File: src/rtl/demux_event_counter_if.sv
// Readout port of demux_event_counter: request/response with a held response.
// master = the consumer that reads counts, slave = the counter block.
interface demux_event_counter_if #(
  parameter int WIDTH = 8
);
  logic             rd_req;
  logic [2:0]       rd_sel;
  logic             rd_ready;
  logic             rd_valid;
  logic [WIDTH-1:0] rd_data;
  logic             rd_ovf;
  logic             rd_busy;

  modport master (
    output rd_req, rd_sel, rd_ready,
    input  rd_valid, rd_data, rd_ovf, rd_busy
  );

  modport slave (
    input  rd_req, rd_sel, rd_ready,
    output rd_valid, rd_data, rd_ovf, rd_busy
  );
endinterface

File: src/rtl/demux_event_counter.sv
// Per-channel rising-edge counters for the eight 1-to-8 demux outputs,
// read out one channel at a time with clear-on-read.
module demux_event_counter #(
  parameter int WIDTH = 8
) (
  input  logic                   clk,
  input  logic                   rst,
  input  logic                   a,
  input  logic                   b,
  input  logic                   c,
  input  logic                   d,
  input  logic                   e,
  input  logic                   f,
  input  logic                   g,
  input  logic                   h,
  input  logic                   en,
  demux_event_counter_if.slave   rd
);

  typedef enum logic {IDLE = 1'b0, RESP = 1'b1} state_t;

  localparam logic [WIDTH-1:0] COUNT_MAX = {WIDTH{1'b1}};

  state_t           r_state;
  state_t           w_next_state;
  logic [7:0]       r_prev;
  logic [WIDTH-1:0] r_count [8];
  logic [7:0]       r_ovf;
  logic [WIDTH-1:0] r_rd_data;
  logic             r_rd_ovf;

  logic [7:0]       w_in;
  logic [7:0]       w_evt;
  logic             w_capture;

  assign w_in      = {h, g, f, e, d, c, b, a};
  assign w_evt     = w_in & ~r_prev & {8{en}};
  assign w_capture = (r_state == IDLE) && rd.rd_req;

  // NOTE: sequential state is written with <= so every register samples
  // pre-edge values; blocking here would create order-dependent logic.
  always_ff @(posedge clk) begin
    if (rst) r_state <= IDLE;
    else     r_state <= w_next_state;
  end

  // NOTE: every output of a combinational block gets a default first, so no
  // path leaves it unassigned and no latch is inferred.
  always_comb begin
    w_next_state = r_state;
    case (r_state)
      IDLE: if (rd.rd_req)   w_next_state = RESP;
      RESP: if (rd.rd_ready) w_next_state = IDLE;
      default:               w_next_state = IDLE;
    endcase
  end

  always_comb begin
    rd.rd_valid = 1'b0;
    rd.rd_busy  = 1'b0;
    if (r_state == RESP) begin
      rd.rd_valid = 1'b1;
      rd.rd_busy  = 1'b1;
    end
  end

  // Edge history tracks the inputs even while counting is disabled, so a
  // level that rose during en=0 is not counted when en returns high.
  always_ff @(posedge clk) begin
    if (rst) r_prev <= '0;
    else     r_prev <= w_in;
  end

  // NOTE: the counter array is only eight words of flops, so it is reset
  // like ordinary registers rather than treated as an unreset memory.
  always_ff @(posedge clk) begin
    if (rst) begin
      for (int i = 0; i < 8; i++) r_count[i] <= '0;
      r_ovf <= '0;
    end else begin
      for (int i = 0; i < 8; i++) begin
        if (w_capture && (rd.rd_sel == 3'(i))) begin
          // A same-cycle event survives the clear instead of being lost.
          r_count[i] <= w_evt[i] ? WIDTH'(1) : '0;
          r_ovf[i]   <= 1'b0;
        end else if (w_evt[i]) begin
          if (r_count[i] == COUNT_MAX) r_ovf[i]   <= 1'b1;
          else                         r_count[i] <= r_count[i] + WIDTH'(1);
        end
      end
    end
  end

  always_ff @(posedge clk) begin
    if (rst) begin
      r_rd_data <= '0;
      r_rd_ovf  <= 1'b0;
    end else if (w_capture) begin
      r_rd_data <= r_count[rd.rd_sel];
      r_rd_ovf  <= r_ovf[rd.rd_sel];
    end
  end

  assign rd.rd_data = r_rd_data;
  assign rd.rd_ovf  = r_rd_ovf;

endmodule

File: src/flat_wrapper.sv
// flat-port wrapper written by rule: the top's interface ports become plain ports
module demux_event_counter_flat 
#(
  parameter int WIDTH = 8
)
  (clk, rst, a, b, c, d, e, f, g, h, en, rd_rd_req, rd_rd_sel, rd_rd_ready, rd_rd_valid, rd_rd_data, rd_rd_ovf, rd_rd_busy);
  demux_event_counter_if #(.WIDTH(WIDTH)) rd_i ();
  input  logic clk;
  input  logic rst;
  input  logic a;
  input  logic b;
  input  logic c;
  input  logic d;
  input  logic e;
  input  logic f;
  input  logic g;
  input  logic h;
  input  logic en;
  input wire logic [$bits(rd_i.rd_req)-1:0] rd_rd_req;
  input wire logic [$bits(rd_i.rd_sel)-1:0] rd_rd_sel;
  input wire logic [$bits(rd_i.rd_ready)-1:0] rd_rd_ready;
  output wire logic [$bits(rd_i.rd_valid)-1:0] rd_rd_valid;
  output wire logic [$bits(rd_i.rd_data)-1:0] rd_rd_data;
  output wire logic [$bits(rd_i.rd_ovf)-1:0] rd_rd_ovf;
  output wire logic [$bits(rd_i.rd_busy)-1:0] rd_rd_busy;
  assign rd_i.rd_req = rd_rd_req;
  assign rd_i.rd_sel = rd_rd_sel;
  assign rd_i.rd_ready = rd_rd_ready;
  assign rd_rd_valid = rd_i.rd_valid;
  assign rd_rd_data = rd_i.rd_data;
  assign rd_rd_ovf = rd_i.rd_ovf;
  assign rd_rd_busy = rd_i.rd_busy;
  demux_event_counter #(.WIDTH(WIDTH)) u_core (.clk(clk), .rst(rst), .a(a), .b(b), .c(c), .d(d), .e(e), .f(f), .g(g), .h(h), .en(en), .rd(rd_i));
endmodule
File: config.mk
export PLATFORM = sky130hd
export DESIGN_NAME = demux_event_counter_flat
export DESIGN_NICKNAME = d
export VERILOG_FILES = /design/src/rtl/demux_event_counter_if.sv /design/src/rtl/demux_event_counter.sv /design/src/flat_wrapper.sv
export SDC_FILE = /design/constraint.sdc
export NUM_CORES = 1
export LEC_CHECK = 0
export CORE_ASPECT_RATIO = 1.75
export CORE_MARGIN = 4
export CORE_UTILIZATION = 30
export CTS_CLUSTER_DIAMETER = 120
export CTS_CLUSTER_SIZE = 20
export DETAILED_ROUTE_END_ITERATION = 8
export PLACE_DENSITY = 0.44
export SYNTH_ARGS = -nofsm -noshare
export SYNTH_HDL_FRONTEND = slang
export SYNTH_SLANG_ARGS = --single-unit
export TNS_END_PERCENT = 30
File: constraint.sdc
create_clock -name clk -period 4.2 [get_ports clk]
set_clock_uncertainty 0.2 [all_clocks]
set_input_delay 0.63 -clock clk [delete_from_list [all_inputs] [get_ports clk]]
set_output_delay 0.63 -clock clk [all_outputs]
set_load 0.01 [all_outputs]
==> results.txt <==
The flow ran to the end, and the final reports show no timing, DRC or antenna violations. Traced cell by cell, the critical path runs through clkdlybuf4s50_1 > nand3b_1 > o21ai_0. When the netlist entered floorplanning its net count stood at 475. After synthesis, the cell types taking the most area are sky130_fd_sc_hd__edfxtp_1 39%, sky130_fd_sc_hd__dfxtp_1 10%, sky130_fd_sc_hd__mux4_2 7.2%. The pre-antenna-repair detailed-routing pass consisted of 5 iterations. The count of cells in the finished layout, fillers not included, comes to 711. At the end of the flow the core is filled with cells to 35.28%. The placed wire-length estimate after detailed placement came out at 10.52 mm. For this design, the sink count on the clock tree is 90. The worst setup path is captured at a flop. The final route contains 3872 vias. The largest fanout on the critical path is 9. The clock tree from TritonCTS is done.

The die covers 18810 um^2. The kind of path behind the tightest hold check is flop to flop. The worst setup path is launched from an input pin. Of the total synthesized cell area, the portion taken by full adders, half adders and majority gates is 2.009%. The max-capacitance violation count came out at 0. Wires add up to 13.89 mm. The register clock-pin slew on the reported worst setup and hold paths is 60 ps. The actual slew at the worst max-slew pin is 1249 ps. Adding up every negative setup slack in the final design gives 0 ps. The die extent in x came out at 105.4 um. The H-tree depth reported by CTS came out at 3.

The count of buffers added on input and output ports is 26. The total of warnings raised by yosys came out at 0. The highest layer touched by signal routing is met4. Counting flops and latches in the post-synthesis netlist gives 90.

Dividing the detail-routed wire length by the instance count gives 19.53 um. The number of buffers created by CTS came out at 9. After clock tree synthesis, the setup repair step added 0 buffers.

The number of nets at the end of the flow came out at 507. In this run the tightest slew margin relative to its limit is 15.84%. The share of final-layout standard cells stronger than drive strength 1 came out at 10.68%. The largest stage delay on the critical path came out at 1010 ps.

The clock root buffer master is sky130_fd_sc_hd__clkbuf_16. The number of placed instances with taps included came out at 696. Synthesis handed over a netlist of 451 instances. The post-synthesis cell type with the largest combined area is sky130_fd_sc_hd__edfxtp_1.

Among cell families on the critical path, the largest total delay comes from compound AO/OA/AOI/OAI gates. At the worst endpoint, the arrival time is 2630 ps. The deepest clock path buffer count is 2.

The post-cts repair resize count is 0. The number of routed nets with antenna violations came out at 0. The synthesized netlist devotes 4.219% of its cell area to XOR and XNOR gates. The class of the most critical setup path is input pin to flop. The maximum operating frequency is 347.1 MHz. The data required time at the worst endpoint came out at 3950 ps. The number of setup violations in the final report is 0. Setup repair after global routing left no endpoint under its margin.

The placer congestion estimate is 0.7997. In the synthesized netlist, mux cells make up 8.287% of the area. The detailed-route vias per instance is 5.446.

The count of buffering cells on the critical path with inverters included is 1. The total global routing overflow is 0. The library cells used most frequently in the layout, excluding fill and tap cells, are 64 x sky130_fd_sc_hd__edfxtp_1, 41 x sky130_fd_sc_hd__nor3_1, 32 x sky130_fd_sc_hd__nand3_1, 28 x sky130_fd_sc_hd__o21ai_0, 26 x sky130_fd_sc_hd__dfxtp_1. The number of enable flip-flop cells after synthesis is 64.

Compared with the post-synthesis result, the final layout area differs by 15.90%. The shortest clock period the worst path allows after layout is 2881 ps. In this run the mean area of a mapped cell was 11.05 um^2. The floorplan has 62 rows. The final worst-path cycle share is 68.60%.

The antenna diode instance count came out at 0. The largest net degree at the start of global routing is 33. The portion of synthesized cell area occupied by the leading cell type is 38.57%. The combinational family with the most area after synthesis is simple AND/OR/NAND/NOR gates.

For this run, the leading register cell type out of synthesis is sky130_fd_sc_hd__edfxtp_1. The global-route wire length before repair came out at 21.90 mm. The power density of the placed cells came out at 355.7 nW/um^2. Leaving out fill and tap cells, the most frequent cell in the layout is sky130_fd_sc_hd__edfxtp_1. The sum of met2 wire segment lengths after detailed routing is 7.412 mm. The leakage power of the design is 1.736 nW. The wire length on met1 came out at 5.687 mm. The number of placed I/O pins is 27. The number of failing hold endpoints at the final stage is 0.

The async set or reset register ratio after synthesis is 0%. The routed length on met3 came out at 493 um. The core box area came out at 16370 um^2. The max-slew violation total from the final report came out at 0. The number of antenna violations at the first check in global routing is 0.

The critical path's slowest cell is sky130_fd_sc_hd__o21ai_0. The clock latency at the later pin of the worst-skew pair is 340 ps. The simple-gate share of the synthesized area came out at 20.12%.

The die height came out at 178.5 um. For this run, design rule violations remaining after detail routing come to 0. The initial core utilization came out at 30.44%. The share of the yosys chip area belonging to registers came out at 49.02%.

VDD sags by at most 0.0001688 V. The initial DRC count came out at 149. Summing the areas of all compound-gate instances in the mapped netlist gives 13.94% of the synthesized area.

The mapped cell area is 4982 um^2. The global router's overall resource usage is 15.11%. The number of library cell types mapped by synthesis is 43. The via count of the first global-routing pass came out at 3842. The total of hold buffers inserted after clock tree synthesis came out at 0.
==> routing by layer <==
metal | vias up | GRT usage (%)
met5 | - | 0
met4 | 0 | 5.036
met3 | 15 | 2.318
met2 | 99 | 27.45
met1 | 1904 | 18.06
li1 | 1854 | -
==> metrics by stage <==
step,total power [W],setup WS (ps),cell area [um^2],hold slack [ps]
final,0.002054,1319,5774,261.0
after CTS,0.002081,1317,5774,263.8
after global placement,0.001345,968.3,5522,238.6
after global routing,0.002153,1180,5774,281.6
after floorplan,0.001233,2009,4982,222.3
after detailed placement,0.001349,959.6,5522,253.0
==> worst paths after layout <==
check	to	slack [ps]	start	cells past startpoint
worst max register to register	u_core.r_count[3][1]	1470	u_core.r_count[3][0]	5
worst min register to register	u_core.r_ovf[7]	260	u_core.r_ovf[7]	2
worst min-delay path	u_core.r_ovf[7]	260	u_core.r_ovf[7]	2
worst max-delay path	u_core.r_count[3][1]	1320	en	3
==> worst reg2reg max path, cell delays in order (launching register included) <==
cell                       delay (ps)
sky130_fd_sc_hd__edfxtp_1         460
sky130_fd_sc_hd__ha_1             300
sky130_fd_sc_hd__nand2_1          170
sky130_fd_sc_hd__nor3_1            70
sky130_fd_sc_hd__buf_4            170
sky130_fd_sc_hd__o21ai_0          980
==> area by class of cell <==
cell class,instances,area (um^2)
well taps,224,280.3
fillers,1652,10590
repair buffers,38,345.3
multi-input cells,335,2420
clock inverters,4,20.02
flip-flops and latches,90,2442
clock buffers,11,232.7
inverters,9,33.78
==> where the power goes <==
part | internal, W | switching, W
Clock | 0.000394 | 0.000333
Combinational | 0.000113 | 0.000130
Sequential | 0.00101 | 0.0000729
==> cells by family (layout without fill, tap and decap cells) <==
logic type,Yosys count,count (layout)
AO/OA/AOI/OAI,103,103
XOR/XNOR,24,24
adder cells (fa/ha/maj),8,8
buffers and inverters,26,62
flip-flops,90,90
multiplexers,18,18
AND/OR/NAND/NOR,182,182
==> cells in the mapped netlist (all sizes together), types with 4 or more instances <==
library cell  instances
nand2                21
nand4                 8
nor2                 15
xnor2                 9
o31ai                 5
nand3b               10
nor3b                 7
edfxtp               64
o22ai                 9
nand3                35
o21bai                5
ha                    8
nor2b                11
or3                  24
a21oi                10
dfxtp                26
clkbuf                5
a31oi                 4
inv                   9
nor3                 41
mux4                 18
xor2                 15
o21ai                28
buf                  12
a211oi               25
o21a                  7
==> sequential cells by signal, indices dropped and copies added (netlist names) <==
register and count:
u_core.r_count 64, u_core.r_prev 8, u_core.r_ovf 8, u_core.r_state 1, u_core.rd.rd_ovf 1, u_core.rd.rd_data 8
No activity file was read; power rests on OpenSTA's default activity.
